$ cat config.mk
export PLATFORM = sky130hd
export DESIGN_NAME = multicycle_control_unit
export DESIGN_NICKNAME = d
export VERILOG_FILES = /design/src/rtl/cpu_pkg.sv /design/src/rtl/instr_decoder.sv /design/src/rtl/multicycle_control_unit.sv
export SDC_FILE = /design/constraint.sdc
export NUM_CORES = 1
export LEC_CHECK = 0
export CORE_AREA = 2 2 112 114
export DETAILED_ROUTE_END_ITERATION = 16
export DIE_AREA = 0 0 114 116
export PLACE_DENSITY_LB_ADDON = 0.25
export SLEW_MARGIN = 15
export SYNTH_ARGS = -nofsm -noshare
export SYNTH_HDL_FRONTEND = slang
export SYNTH_SLANG_ARGS = --single-unit
$ cat constraint.sdc
create_clock -name clock -period 2.6 [get_ports clock]
set_input_delay 0.52 -clock clock [delete_from_list [all_inputs] [get_ports clock]]
set_output_delay 0.52 -clock clock [all_outputs]
set_load 0.02 [all_outputs]
$ cat src/rtl/cpu_pkg.sv
// Shared encodings for the multi-cycle control path: FSM states, opcodes,
// ALU FUNCT codes, flagALU classes and the decoded-instruction record.
package cpu_pkg;

    typedef enum logic [2:0] {
        S_FETCH     = 3'd0,
        S_DECODE    = 3'd1,
        S_EXECUTE   = 3'd2,
        S_MEMORY    = 3'd3,
        S_WRITEBACK = 3'd4,
        S_HALT      = 3'd5
    } state_t;

    localparam logic [5:0] OP_R_ALU = 6'd0;
    localparam logic [5:0] OP_ADDI  = 6'd1;
    localparam logic [5:0] OP_SUBI  = 6'd2;
    localparam logic [5:0] OP_ANDI  = 6'd3;
    localparam logic [5:0] OP_SRL   = 6'd4;
    localparam logic [5:0] OP_SLL   = 6'd5;
    localparam logic [5:0] OP_BEQ   = 6'd6;
    localparam logic [5:0] OP_BNE   = 6'd7;
    localparam logic [5:0] OP_ORI   = 6'd8;
    localparam logic [5:0] OP_LW    = 6'd9;
    localparam logic [5:0] OP_SW    = 6'd10;
    localparam logic [5:0] OP_J     = 6'd11;
    localparam logic [5:0] OP_HALT  = 6'd12;

    localparam logic [5:0] FN_ADD  = 6'd0;
    localparam logic [5:0] FN_ADDI = 6'd1;
    localparam logic [5:0] FN_SUBI = 6'd3;
    localparam logic [5:0] FN_ANDI = 6'd5;
    localparam logic [5:0] FN_ORI  = 6'd7;

    localparam logic [1:0] CLS_IDLE   = 2'd0;
    localparam logic [1:0] CLS_FUNCT  = 2'd1;
    localparam logic [1:0] CLS_OPCODE = 2'd2;

    typedef enum logic [2:0] {
        K_ALU, K_BRANCH, K_LOAD, K_STORE, K_JUMP, K_HALT, K_ILLEGAL
    } kind_t;

    typedef struct packed {
        logic [5:0]  opcode;
        logic [5:0]  funct;
        logic [4:0]  rs;
        logic [4:0]  rt;
        logic [4:0]  rd;
        logic [4:0]  shamt;
        logic [31:0] imm;
        logic [1:0]  cls;
        logic        reg_dst;
        kind_t       kind;
    } decode_t;

endpackage

$ cat src/rtl/instr_decoder.sv
// Combinational split of the instruction register into ALU controls,
// register addresses, sign-extended immediate and instruction kind.
module instr_decoder
    import cpu_pkg::*;
(
    input  logic [31:0] ir,
    output decode_t     dec
);

    always_comb begin
        dec.opcode  = ir[31:26];
        dec.funct   = ir[5:0];
        dec.rs      = ir[25:21];
        dec.rt      = ir[20:16];
        dec.rd      = ir[15:11];
        dec.shamt   = ir[10:6];
        dec.imm     = {{16{ir[15]}}, ir[15:0]};
        dec.cls     = CLS_IDLE;
        dec.reg_dst = 1'b0;
        dec.kind    = K_ILLEGAL;
        case (ir[31:26])
            OP_R_ALU: begin
                dec.cls = CLS_FUNCT; dec.reg_dst = 1'b1; dec.kind = K_ALU;
            end
            OP_ADDI: begin dec.funct = FN_ADDI; dec.cls = CLS_FUNCT; dec.kind = K_ALU; end
            OP_SUBI: begin dec.funct = FN_SUBI; dec.cls = CLS_FUNCT; dec.kind = K_ALU; end
            OP_ANDI: begin dec.funct = FN_ANDI; dec.cls = CLS_FUNCT; dec.kind = K_ALU; end
            OP_ORI:  begin dec.funct = FN_ORI;  dec.cls = CLS_FUNCT; dec.kind = K_ALU; end
            OP_SRL, OP_SLL: begin
                dec.cls = CLS_OPCODE; dec.reg_dst = 1'b1; dec.kind = K_ALU;
            end
            OP_BEQ, OP_BNE: begin dec.cls = CLS_OPCODE; dec.kind = K_BRANCH; end
            // Loads and stores borrow ADDI to form the address rs + imm.
            OP_LW:   begin dec.funct = FN_ADDI; dec.cls = CLS_FUNCT; dec.kind = K_LOAD; end
            OP_SW:   begin dec.funct = FN_ADDI; dec.cls = CLS_FUNCT; dec.kind = K_STORE; end
            OP_J:    dec.kind = K_JUMP;
            OP_HALT: dec.kind = K_HALT;
            default: dec.kind = K_ILLEGAL;
        endcase
    end

endmodule

$ cat src/rtl/multicycle_control_unit.sv
// Multi-cycle control stage: owns PC and IR, fetches over a ready handshake
// and sequences FETCH/DECODE/EXECUTE/MEMORY/WRITEBACK with registered outputs.
module multicycle_control_unit
    import cpu_pkg::*;
#(
    parameter int bits   = 32,
    parameter int bitsOP = 6,
    parameter int bitsS  = 5,
    parameter int st     = 3,
    parameter int pcW    = 16
) (
    input  logic              clock,
    input  logic              reset,
    input  logic [bits-1:0]   mem_rdata,
    input  logic              mem_ready,
    input  logic              flagBRANCH,
    output logic [pcW-1:0]    pc,
    output logic              mem_read,
    output logic              mem_write,
    output logic              mem_addr_sel,
    output logic [st-1:0]     State,
    output logic [1:0]        flagALU,
    output logic [bitsOP-1:0] OPCODE,
    output logic [bitsOP-1:0] FUNCT,
    output logic [bitsS-1:0]  shamt,
    output logic [bits-1:0]   immediate,
    output logic [bitsS-1:0]  rs_addr,
    output logic [bitsS-1:0]  rt_addr,
    output logic [bitsS-1:0]  rd_addr,
    output logic              reg_write,
    output logic              reg_dst,
    output logic              mem_to_reg,
    output logic              halted,
    output logic              illegal
);

    state_t          state;
    kind_t           kind_q;
    logic [bits-1:0] ir;
    decode_t         dec;

    instr_decoder u_dec (
        .ir  (ir),
        .dec (dec)
    );

    assign State = state;

    always_ff @(posedge clock or negedge reset) begin
        if (!reset) begin
            state        <= S_FETCH;
            kind_q       <= K_ALU;
            pc           <= '0;
            ir           <= '0;
            mem_read     <= 1'b0;
            mem_write    <= 1'b0;
            mem_addr_sel <= 1'b0;
            flagALU      <= CLS_IDLE;
            OPCODE       <= '0;
            FUNCT        <= '0;
            shamt        <= '0;
            immediate    <= '0;
            rs_addr      <= '0;
            rt_addr      <= '0;
            rd_addr      <= '0;
            reg_write    <= 1'b0;
            reg_dst      <= 1'b0;
            mem_to_reg   <= 1'b0;
            halted       <= 1'b0;
            illegal      <= 1'b0;
        end else begin
            // Strobes are one-cycle unless the next state re-asserts them.
            reg_write    <= 1'b0;
            illegal      <= 1'b0;
            flagALU      <= CLS_IDLE;
            mem_read     <= 1'b0;
            mem_write    <= 1'b0;
            mem_addr_sel <= 1'b0;
            mem_to_reg   <= 1'b0;
            unique case (state)
                S_FETCH: begin
                    if (mem_ready) begin
                        ir    <= mem_rdata;
                        pc    <= pc + pcW'(1);
                        state <= S_DECODE;
                    end else begin
                        mem_read <= 1'b1;
                    end
                end
                S_DECODE: begin
                    OPCODE    <= dec.opcode;
                    FUNCT     <= dec.funct;
                    shamt     <= dec.shamt;
                    immediate <= dec.imm;
                    rs_addr   <= dec.rs;
                    rt_addr   <= dec.rt;
                    rd_addr   <= dec.rd;
                    reg_dst   <= dec.reg_dst;
                    kind_q    <= dec.kind;
                    case (dec.kind)
                        K_JUMP: begin
                            pc       <= dec.imm[pcW-1:0];
                            state    <= S_FETCH;
                            mem_read <= 1'b1;
                        end
                        K_HALT: begin
                            state  <= S_HALT;
                            halted <= 1'b1;
                        end
                        K_ILLEGAL: begin
                            illegal  <= 1'b1;
                            state    <= S_FETCH;
                            mem_read <= 1'b1;
                        end
                        default: begin
                            state   <= S_EXECUTE;
                            flagALU <= dec.cls;
                        end
                    endcase
                end
                S_EXECUTE: begin
                    if (kind_q == K_LOAD || kind_q == K_STORE) begin
                        state        <= S_MEMORY;
                        mem_addr_sel <= 1'b1;
                        mem_read     <= (kind_q == K_LOAD);
                        mem_write    <= (kind_q == K_STORE);
                    end else begin
                        state     <= S_WRITEBACK;
                        reg_write <= (kind_q == K_ALU);
                    end
                end
                S_MEMORY: begin
                    if (!mem_ready) begin
                        mem_addr_sel <= 1'b1;
                        mem_read     <= (kind_q == K_LOAD);
                        mem_write    <= (kind_q == K_STORE);
                    end else if (kind_q == K_LOAD) begin
                        state      <= S_WRITEBACK;
                        reg_write  <= 1'b1;
                        mem_to_reg <= 1'b1;
                    end else begin
                        state    <= S_FETCH;
                        mem_read <= 1'b1;
                    end
                end
                S_WRITEBACK: begin
                    // pc already points past the branch, so the offset is relative to pc+1.
                    if (kind_q == K_BRANCH && flagBRANCH)
                        pc <= pc + immediate[pcW-1:0];
                    state    <= S_FETCH;
                    mem_read <= 1'b1;
                end
                S_HALT:  state <= S_HALT;
                default: state <= S_FETCH;
            endcase
        end
    end

endmodule

==> metrics.txt, run 1 <==
final setup margin=42.6 ps; skew final=between 10 and 15 ps; worst reg-to-reg path cell count=12; critical path buffer and inverter count=2; Syn Area/Cell=~9.4 um^2; CTS root buffer=clkbuf_16; critical path type=reg2reg; diodes inserted=0; vias per inst=around 5.4; Multi-input gate area=approximately 0.0025 mm^2; RSZ-0062 raised after global routing=true; CTS Sinks=102; critical path depth=12; Mapped Cells=around 560; Post-Route WL=~13000 um; Die Y=between 100 and 150 um; initial antenna violation count=0; Hold Crit Class=in2async; Tot GR Track Use=around a fifth; CTS Hold Bufs=0; Util after Layout=roughly three fifths; Max stage delay on crit path=between 400 and 500 ps; Fin. Hold Viols=0; Die Area=~0.013 mm^2; number of global-route vias before repair=4285; Synthesis Warnings=0; Yosys cell types=51; Post-synth EDFFs=0; Largest regs=ir: 32 flops, pc: 16 flops, immediate: 12 flops; crit path from=State[0]$_DFFE_PN0P_; Worst-Skew Late Latency=~360 ps; post-layout instance count excluding filler cells=between 800 and 900; wire per inst=16.3 um; slew at the pin with the worst max-slew slack=644 ps; Synth area leader=dfrtp_1; H-Tree Depth=3; top-area cell type share of the netlist area=48.5%; top post-synthesis cells by area=dfrtp_1 48%, nand2_1 9.1%, mux2_2 6.4%; GPL Wtd Cong=approximately 0.93; syn_nets=611; power density over the cells=about 1400 mW/mm^2; Critical R2R Launch=State[0]$_DFFE_PN0P_; crit path max fanout=18; f_max=between 300 and 400 MHz; Leak=~3.0 nW; mapped cell area=about 0.0053 mm^2; Fillers=1029; Pre-antenna DRT Iters=4; first-pass GRT wire length=between 20000 and 25000 um; Nets=between 700 and 800; HPWL after detailed placement=9140 um; ratio of cells with drive above 1 in the final layout=approximately 14%; sequential cell area=between 0.002 and 0.003 mm^2; Detail Route Antenna Nets=0; via count=4416; critical path arrival=approximately 2800 ps; slew margin rel.=57.1%; Inserted Clock Buffers=9; clock-pin slew on the worst setup and hold paths=around 70 ps; max reg flops=32; Synth Register Bits=between 100 and 150; largest net degree at the start of global routing=56; post-synthesis sequential area ratio=about half; final hold slack=between 150 and 200 ps; Clock Tree Buf Depth=2; outcome=complete, no violations; CP Data Required Time=between 2000 and 3000 ps; CP Capture Type=register; pre-CTS WS=about 36 ps; Biggest register=ir; Final setup viols=0; drt drc=0; # IOs=~130; I/O Buffers=128; Fin Setup TNS=0 ps; CTS tree=yes; Final Cell Area=between 0.007 and 0.008 mm^2; Cells after DPL=between 700 and 800; crit path max-delay cell type=dfrtp_1; cells along the critical path=nor3b_4, buf_12, nand2b_1, ha_2, inv_1, fa_2, nand2b_4, a31oi_4, o31ai_4, a21oi_2, nor4_1, nor3_2; period utilization=98.4%; Post-synth top cells=127 x nand2_1, 102 x dfrtp_1, 30 x mux2_2, 28 x nor2_1, 27 x buf_4; fin. max-slew vios=0; Synth Flop Type=dfrtp_1; GRT overflow=0; Final Critical Period=2560 ps; Max VDD drop=between 0.0007 and 0.0008 V; Row Count=40; core area=approximately 0.012 mm^2; Placed Area=about 0.0066 mm^2; max cap viols=0; DR iter-0 viols=roughly 250; Largest delay share family, worst path=simple AND/OR/NAND/NOR gates; Area Overhead vs Synth=33.7%; power after layout=10.1 mW; Die Width=around 110 um; ys async rst share=100%; initial core utilization=44.2%; top-count cell post-synth=nand2_1; CP Launch Type=register
## power by group
| part | internal, mW | switching [mW] |
|---|---|---|
| combinational | 2.59 | 3.14 |
| clock | 0.784 | 0.626 |
| sequential | 2.34 | 0.647 |
## layer usage
metal / wire length [um] / GRT usage [%] / vias to the layer above
li1: - / - / 2117
met1: 5740 / 25.3 / 2118
met2: 6250 / 32.3 / 164
met3: 1100 / 7.64 / 17
met4: 194 / 6.91 / 0
met5: 0 / 0 / -
## layout by cell type (no fill, tap or decap), types with 15 or more instances in the layout
cell type	netlist	routed
clkdlybuf4s50_1	0	127
nand2_1	127	126
dfrtp_1	102	100
mux2_2	30	30
nor2_1	28	28
a21oi_1	26	23
nor3_1	24	23
o21ai_0	22	21
buf_4	27	19
and2_1	15	15
## worst reg2reg max path, delay by kind of cell (launching register included)
| family | cells | cell delay [ps] |
|---|---|---|
| AO/OA/AOI/OAI | 3 | 550 |
| adder cells (fa/ha/maj) | 2 | 390 |
| buffers and inverters | 2 | 260 |
| flip-flops | 1 | 410 |
| AND/OR/NAND/NOR | 5 | 830 |
## cells by family (layout without fill, tap and decap cells)
family | count (synthesis) | after routing | share of synthesized area (%)
flip-flops | 102 | 102 | 48.5
XOR/XNOR | 3 | 3 | 0.499
AND/OR/NAND/NOR | 240 | 240 | 21.2
AO/OA/AOI/OAI | 100 | 100 | 12.0
buffers and inverters | 62 | 174 | 6.53
adder cells (fa/ha/maj) | 18 | 18 | 4.37
multiplexers | 33 | 33 | 6.98
## path summary, 6_finish.rpt
path / endpoint / slack, ps
setup reg to reg: pc[10]$_DFFE_PN0P_ / 40
hold reg to reg: rt_addr[3]$_DFFE_PN0P_ / 470
min in group clock: rt_addr[3]$_DFFE_PN0P_ / 470
setup / recovery: pc[10]$_DFFE_PN0P_ / 40
hold / removal: ir[9]$_DFFE_PN0P_ / 180
max in group asynchronous: ir[30]$_DFFE_PN0P_ / 1710
## final cells by class
type | count | area share [%]
inverters | 9 | 0.480
clock buffers | 11 | 3.45
multi-input cells | 394 | 35.3
well taps | 147 | 2.61
flip-flops and latches | 102 | 36.3
repair buffers | 149 | 20.9
clock inverters | 5 | 0.924
## repair_timing
action | 4_1_cts | 5_1_grt
endpoints found under the setup margin | 0 | 7
buffers inserted | 0 | 6
gates resized for setup | 0 | 13
Note: power is estimated with default switching activity, not from simulation.
==> run 2: changes to the inputs <==
CORE_AREA = 2 2 107 119   (was 2 2 112 114)
DIE_AREA = 0 0 109 121   (was 0 0 114 116)
==> run 2 against run 1 <==
Worst hold slack lost 91 ps. Maximum frequency down 1.3%. Critical path depth shrank 3. Clock-buffer cell count down 2. Total power rose by 0.82%. Non-clock buffer count increased by 5. Die area shrank 0.26%. Utilization increased by 0.39 points. Flip-flop and latch count is the same. Global-route usage is 0.93 points higher. Worst setup slack worse by 33 ps. Critical path type unchanged. Largest cell class unchanged. Highest routed layer unchanged.
==> metrics.txt, run 2 (same netlist as run 1, synthesis figures left out) <==
outcome=complete, no violations; Nets=723 (+0.70%); I/O Buffers=128 (unchanged); Max VDD drop=0.000606 V (-24%); largest net degree at the start of global routing=52 (-7.1%); DR iter-0 viols=279 (+14%); first-pass GRT wire length=21700 um (+4.0%); CTS root buffer=clkbuf_16; Util after Layout=59.5% (+0.39 points); Biggest register=ir; Inserted Clock Buffers=9 (unchanged); # IOs=129 (unchanged); ratio of cells with drive above 1 in the final layout=14.7% (+0.66 points); drt drc=0 (unchanged); Largest regs=ir: 32 flops, pc: 16 flops, immediate: 12 flops; critical path arrival=2880 ps (+100 ps); GPL Wtd Cong=0.872 (-6.2%); diodes inserted=0 (unchanged); most common cell after layout, fill and taps aside=clkdlybuf4s50_1; via count=4351 (-1.5%); Leak=3.08 nW (+1.4%); GRT overflow=0 (unchanged); number of global-route vias before repair=4350 (+1.5%); max cap viols=0 (unchanged); wire per inst=15.8 um (-2.6%); CP Data Required Time=2890 ps (+60 ps); Hold Crit Class=in2async; period utilization=99.6% (+1.3 points); Area Overhead vs Synth=34.8%; H-Tree Depth=3 (unchanged); max reg flops=32 (unchanged); CTS Hold Bufs=0 (unchanged); HPWL after detailed placement=9370 um (+2.5%); Final setup viols=0 (unchanged); power density over the cells=1440 mW/mm^2 (about the same); skew final=6.91 ps (-4.58 ps); Clock Tree Buf Depth=2 (unchanged); RSZ-0062 raised after global routing=true; Final Cell Area=0.00710 mm^2 (+0.80%); Die Width=109 um (-4.4%); initial antenna violation count=0 (unchanged); core area=0.0119 mm^2 (+0.15%); Fin. Hold Viols=0 (unchanged); Detail Route Antenna Nets=0 (unchanged); CP Launch Type=register; CTS tree=yes; f_max=386 MHz (-1.3%); power after layout=10.2 mW (+0.82%); critical path type=reg2reg; clock-pin slew on the worst setup and hold paths=70 ps (about the same); slew margin rel.=58.4% (+1.4 points); Die Y=121 um (+4.3%); fin. max-slew vios=0 (unchanged); crit path max fanout=11 (-7); Pre-antenna DRT Iters=4 (unchanged); CP Capture Type=register; Post-Route WL=13100 um (-1.3%); slew at the pin with the worst max-slew slack=623 ps (-20.4 ps); Critical R2R Launch=State[1]$_DFFE_PN0P_; commonest non-fill, non-tap cells in the layout=127 x clkdlybuf4s50_1, 126 x nand2_1, 100 x dfrtp_1, 30 x mux2_2, 27 x nor2_1; crit path from=State[1]$_DFFE_PN0P_; CTS Sinks=102 (unchanged); vias per inst=5.25 (-2.8%); initial core utilization=44.1% (-0.065 points); Tot GR Track Use=21.1% (+0.93 points); Placed Area=0.00669 mm^2 (+0.89%); Worst-Skew Late Latency=350 ps (about the same); Final Critical Period=2590 ps (+32.8 ps); Die Area=0.0132 mm^2 (-0.26%); Row Count=42 (+5.0%)
[run 2: cell types whose count changed in the layout (fill, tap and decap cells not counted), sizes merged]
cell,before,now
buf,22,27
bufinv,1,3
clkbuf,11,9
clkinvlp,0,1
inv,11,9
[run 2: worst paths after layout]
kind | end | slack (ps) | depth (start not counted)
min in group clock | rt_addr[3]$_DFFE_PN0P_ | 470 | 2
hold reg to reg | rt_addr[3]$_DFFE_PN0P_ | 470 | 2
hold / removal | shamt[3]$_DFFE_PN0P_ | 90 | 1
setup / recovery | pc[13]$_DFFE_PN0P_ | 10 | 9
setup reg to reg | pc[13]$_DFFE_PN0P_ | 10 | 9
max in group asynchronous | State[1]$_DFFE_PN0P_ | 1810 | 2
[run 2: final cells by class]
class | count | area [um^2]
Multi-Input combinational cell | 394 | 2490
Sequential cell | 102 | 2550
Clock buffer | 9 | 225
Clock inverter | 6 | 111
Inverter | 9 | 33.8
Fill cell | 1028 | 4830
Timing Repair Buffer | 154 | 1490
Tap cell | 154 | 193
[run 2: metal layers]
metal  vias up  global-route usage [%]  wire, um
met3        16                    5.85       831
met5         -                       0         0
met1      2087                    25.9      5400
met2       110                    35.6      6690
met4         0                    6.89       184
li1       2138                       -         -
[run 2: power breakdown]
group / leakage, nW / internal [mW] / total, mW / switching (mW)
Clock: 0.161 / 0.935 / 1.52 / 0.590
Combinational: 1.69 / 2.59 / 5.72 / 3.13
Sequential: 1.24 / 2.35 / 2.97 / 0.623
Total: 3.08 / 5.87 / 10.2 / 4.34
[run 2: critical path: stages (launching register included)]
cell	delay [ps]
dfrtp_2	420
nor3b_4	300
buf_4	230
and2_1	140
ha_1	230
nand3_1	150
a211oi_2	340
o32ai_2	150
or4_1	470
nand4_1	80
[run 2: repair_timing]
action	in CTS	in global routing
endpoints found under the setup margin	0	8
gates resized for setup	0	15
buffers inserted	0	1
[run 2: through the flow]
step | cells | hold slack [ps] | setup slack (ps) | setup TNS, ps
final | 828 | 88.4 | 9.79 | 0
after global routing | 828 | 107 | -120 | -321
after CTS | 827 | 83.4 | 28.3 | 0
after detailed placement | 812 | 460 | 74.9 | 0
after global placement | 812 | 445 | 86.4 | 0
after floorplan | 558 | 224 | -86.0 | -156
==> run 3: changes to the inputs <==
CTS_CLUSTER_SIZE = 40   (was unset)
PLACE_DENSITY = 0.83   (was unset)
PLACE_DENSITY_LB_ADDON = unset   (was 0.25)
==> run 3 against run 2 <==
First-iteration DRC count down 15%. Flip-flop and latch count unchanged. Total power down 2.5%. Clock skew about the same. Largest power group unchanged. Cell area down 1.0%.
==> metrics.txt, run 3 (same netlist as run 1, synthesis figures left out) <==
Final setup viols=0 (unchanged); wire per inst=16.0 um (+1.2%); most common cell after layout, fill and taps aside=clkdlybuf4s50_1; CTS Sinks=102 (unchanged); critical path type=reg2reg; CTS root buffer=clkbuf_16; Biggest register=ir; crit path max-delay cell type=or4_1; cells along the critical path=nor3b_4, buf_6, and2_1, ha_1, nand3_1, a211oi_4, o32ai_2, or4_1, nand4_1; post-layout instance count excluding filler cells=827 (-0.12%); RSZ-0062 raised after global routing=true; Clock Tree Buf Depth=2 (unchanged); Hold Crit Class=in2async; Leak=3.02 nW (-1.9%); Nets=721 (-0.28%); max reg flops=32 (unchanged); crit path max fanout=13 (+2); clock-pin slew on the worst setup and hold paths=70 ps (about the same); Worst-Skew Late Latency=350 ps (about the same); Inserted Clock Buffers=9 (unchanged); Util after Layout=58.9% (-0.62 points); f_max=388 MHz (+0.62%); CTS Hold Bufs=0 (unchanged); fin. max-slew vios=0 (unchanged); skew final=7.11 ps (+0.199 ps); via count=4410 (+1.4%); sequential cell area=0.00255 mm^2 (unchanged); GRT overflow=0 (unchanged); core area=0.0119 mm^2 (unchanged); critical path arrival=2860 ps (-20 ps); Tot GR Track Use=20.7% (-0.42 points); drt drc=0 (unchanged); Area Overhead vs Synth=33.4%; GPL Wtd Cong=0.868 (-0.45%); CP Launch Type=register; Die Y=121 um (unchanged); vias per inst=5.33 (+1.5%); max cap viols=0 (unchanged); Detail Route Antenna Nets=0 (unchanged); I/O Buffers=128 (unchanged); Multi-input gate area=0.00250 mm^2 (+0.15%); critical path buffer and inverter count=1 (unchanged); Largest delay share family, worst path=simple AND/OR/NAND/NOR gates; CP Capture Type=register; Max VDD drop=0.000751 V (+24%); Row Count=42 (unchanged); Die Area=0.0132 mm^2 (unchanged); Fin. Hold Viols=0 (unchanged); outcome=complete, no violations; ratio of cells with drive above 1 in the final layout=14.1% (-0.57 points); Post-Route WL=13200 um (+1.1%); number of global-route vias before repair=4413 (+1.4%); slew at the pin with the worst max-slew slack=693 ps (+69.5 ps); DR iter-0 viols=238 (-15%); CTS tree=yes; Fillers=1038 (+0.97%); Largest regs=ir: 32 flops, pc: 16 flops, immediate: 12 flops; slew margin rel.=53.8% (-4.6 points); # IOs=129 (unchanged); initial core utilization=44.1% (unchanged); power density over the cells=1420 mW/mm^2 (-1.5%); Final Critical Period=2570 ps (-16.0 ps); diodes inserted=0 (unchanged); Max stage delay on crit path=470 ps (about the same); initial antenna violation count=0 (unchanged); Pre-antenna DRT Iters=4 (unchanged); H-Tree Depth=3 (unchanged); Die Width=109 um (unchanged); period utilization=99.0% (-0.62 points); largest net degree at the start of global routing=54 (+3.8%); Cells after DPL=807 (-0.62%); HPWL after detailed placement=9510 um (+1.5%); first-pass GRT wire length=21300 um (-2.1%); CP Data Required Time=2880 ps (about the same); commonest non-fill, non-tap cells in the layout=127 x clkdlybuf4s50_1, 126 x nand2_1, 100 x dfrtp_1, 30 x mux2_2, 28 x nor2_1
run 3: cell count changes in the layout (fill, tap and decap cells not counted), sizes merged:
| cell | before | now |
|---|---|---|
| buf | 27 | 25 |
| clkinv | 2 | 3 |
| clkbuf | 9 | 12 |
| bufinv | 3 | 0 |
run 3: final cells by class:
type	count	area share, %
sequential	102	36.4
clock inverter	4	0.481
inverter	9	0.481
multi-input combinational	394	35.5
tap	154	2.74
timing repair buffer	152	21.0
clock buffer	12	3.37
run 3: layer usage:
layer | part of all wire [%] | wire [um] | global-route usage, %
met1 | 41 | 5380 | 24.9
met2 | 51 | 6800 | 35.1
met3 | 6.5 | 856 | 5.64
met4 | 1.6 | 217 | 7.69
met5 | 0 | 0 | 0
run 3: timing repair:
| action | 4_1_cts | 5_1_grt |
|---|---|---|
| buffers inserted | 0 | 4 |
| endpoints found under the setup margin | 2 | 10 |
| pin swaps | 0 | 5 |
| resized for setup | 1 | 12 |
run 3: worst paths after layout:
path                       cells past startpoint            startpoint  slack, ps                     end
hold reg to reg                                2    ir[18]$_DFFE_PN0P_        460  rt_addr[2]$_DFFE_PN0P_
hold / removal                                 1                 reset        200       ir[6]$_DFFE_PN0P_
min in group clock                             2    ir[18]$_DFFE_PN0P_        460  rt_addr[2]$_DFFE_PN0P_
setup reg to reg                               9  State[1]$_DFFE_PN0P_         30      pc[13]$_DFFE_PN0P_
setup / recovery                               9  State[1]$_DFFE_PN0P_         30      pc[13]$_DFFE_PN0P_
max in group asynchronous                      2                 reset       1700  rt_addr[4]$_DFFE_PN0P_
run 3: through the flow:
step | hold WS [ps] | power, mW | instance area (um^2) | worst slack, ps | TNS [ps]
final | 201 | 9.95 | 7020 | 25.8 | 0
after global routing | 257 | 10.7 | 7020 | -151 | -633
after CTS | 231 | 9.91 | 6930 | 14.9 | 0
after detailed placement | 456 | 8.64 | 6650 | -20.3 | -34.1
after global placement | 442 | 8.47 | 6650 | 66.5 | 0
after floorplan | 224 | 6.63 | 5340 | -86.0 | -156
run 3: report_power, final:
group          leakage, nW  total, mW  switching [mW]  internal [mW]
Combinational         1.66       5.73            3.15           2.58
Sequential            1.24       3.00           0.658           2.35
Clock                0.127       1.23           0.570          0.655
Total                 3.02       9.95            4.38           5.58
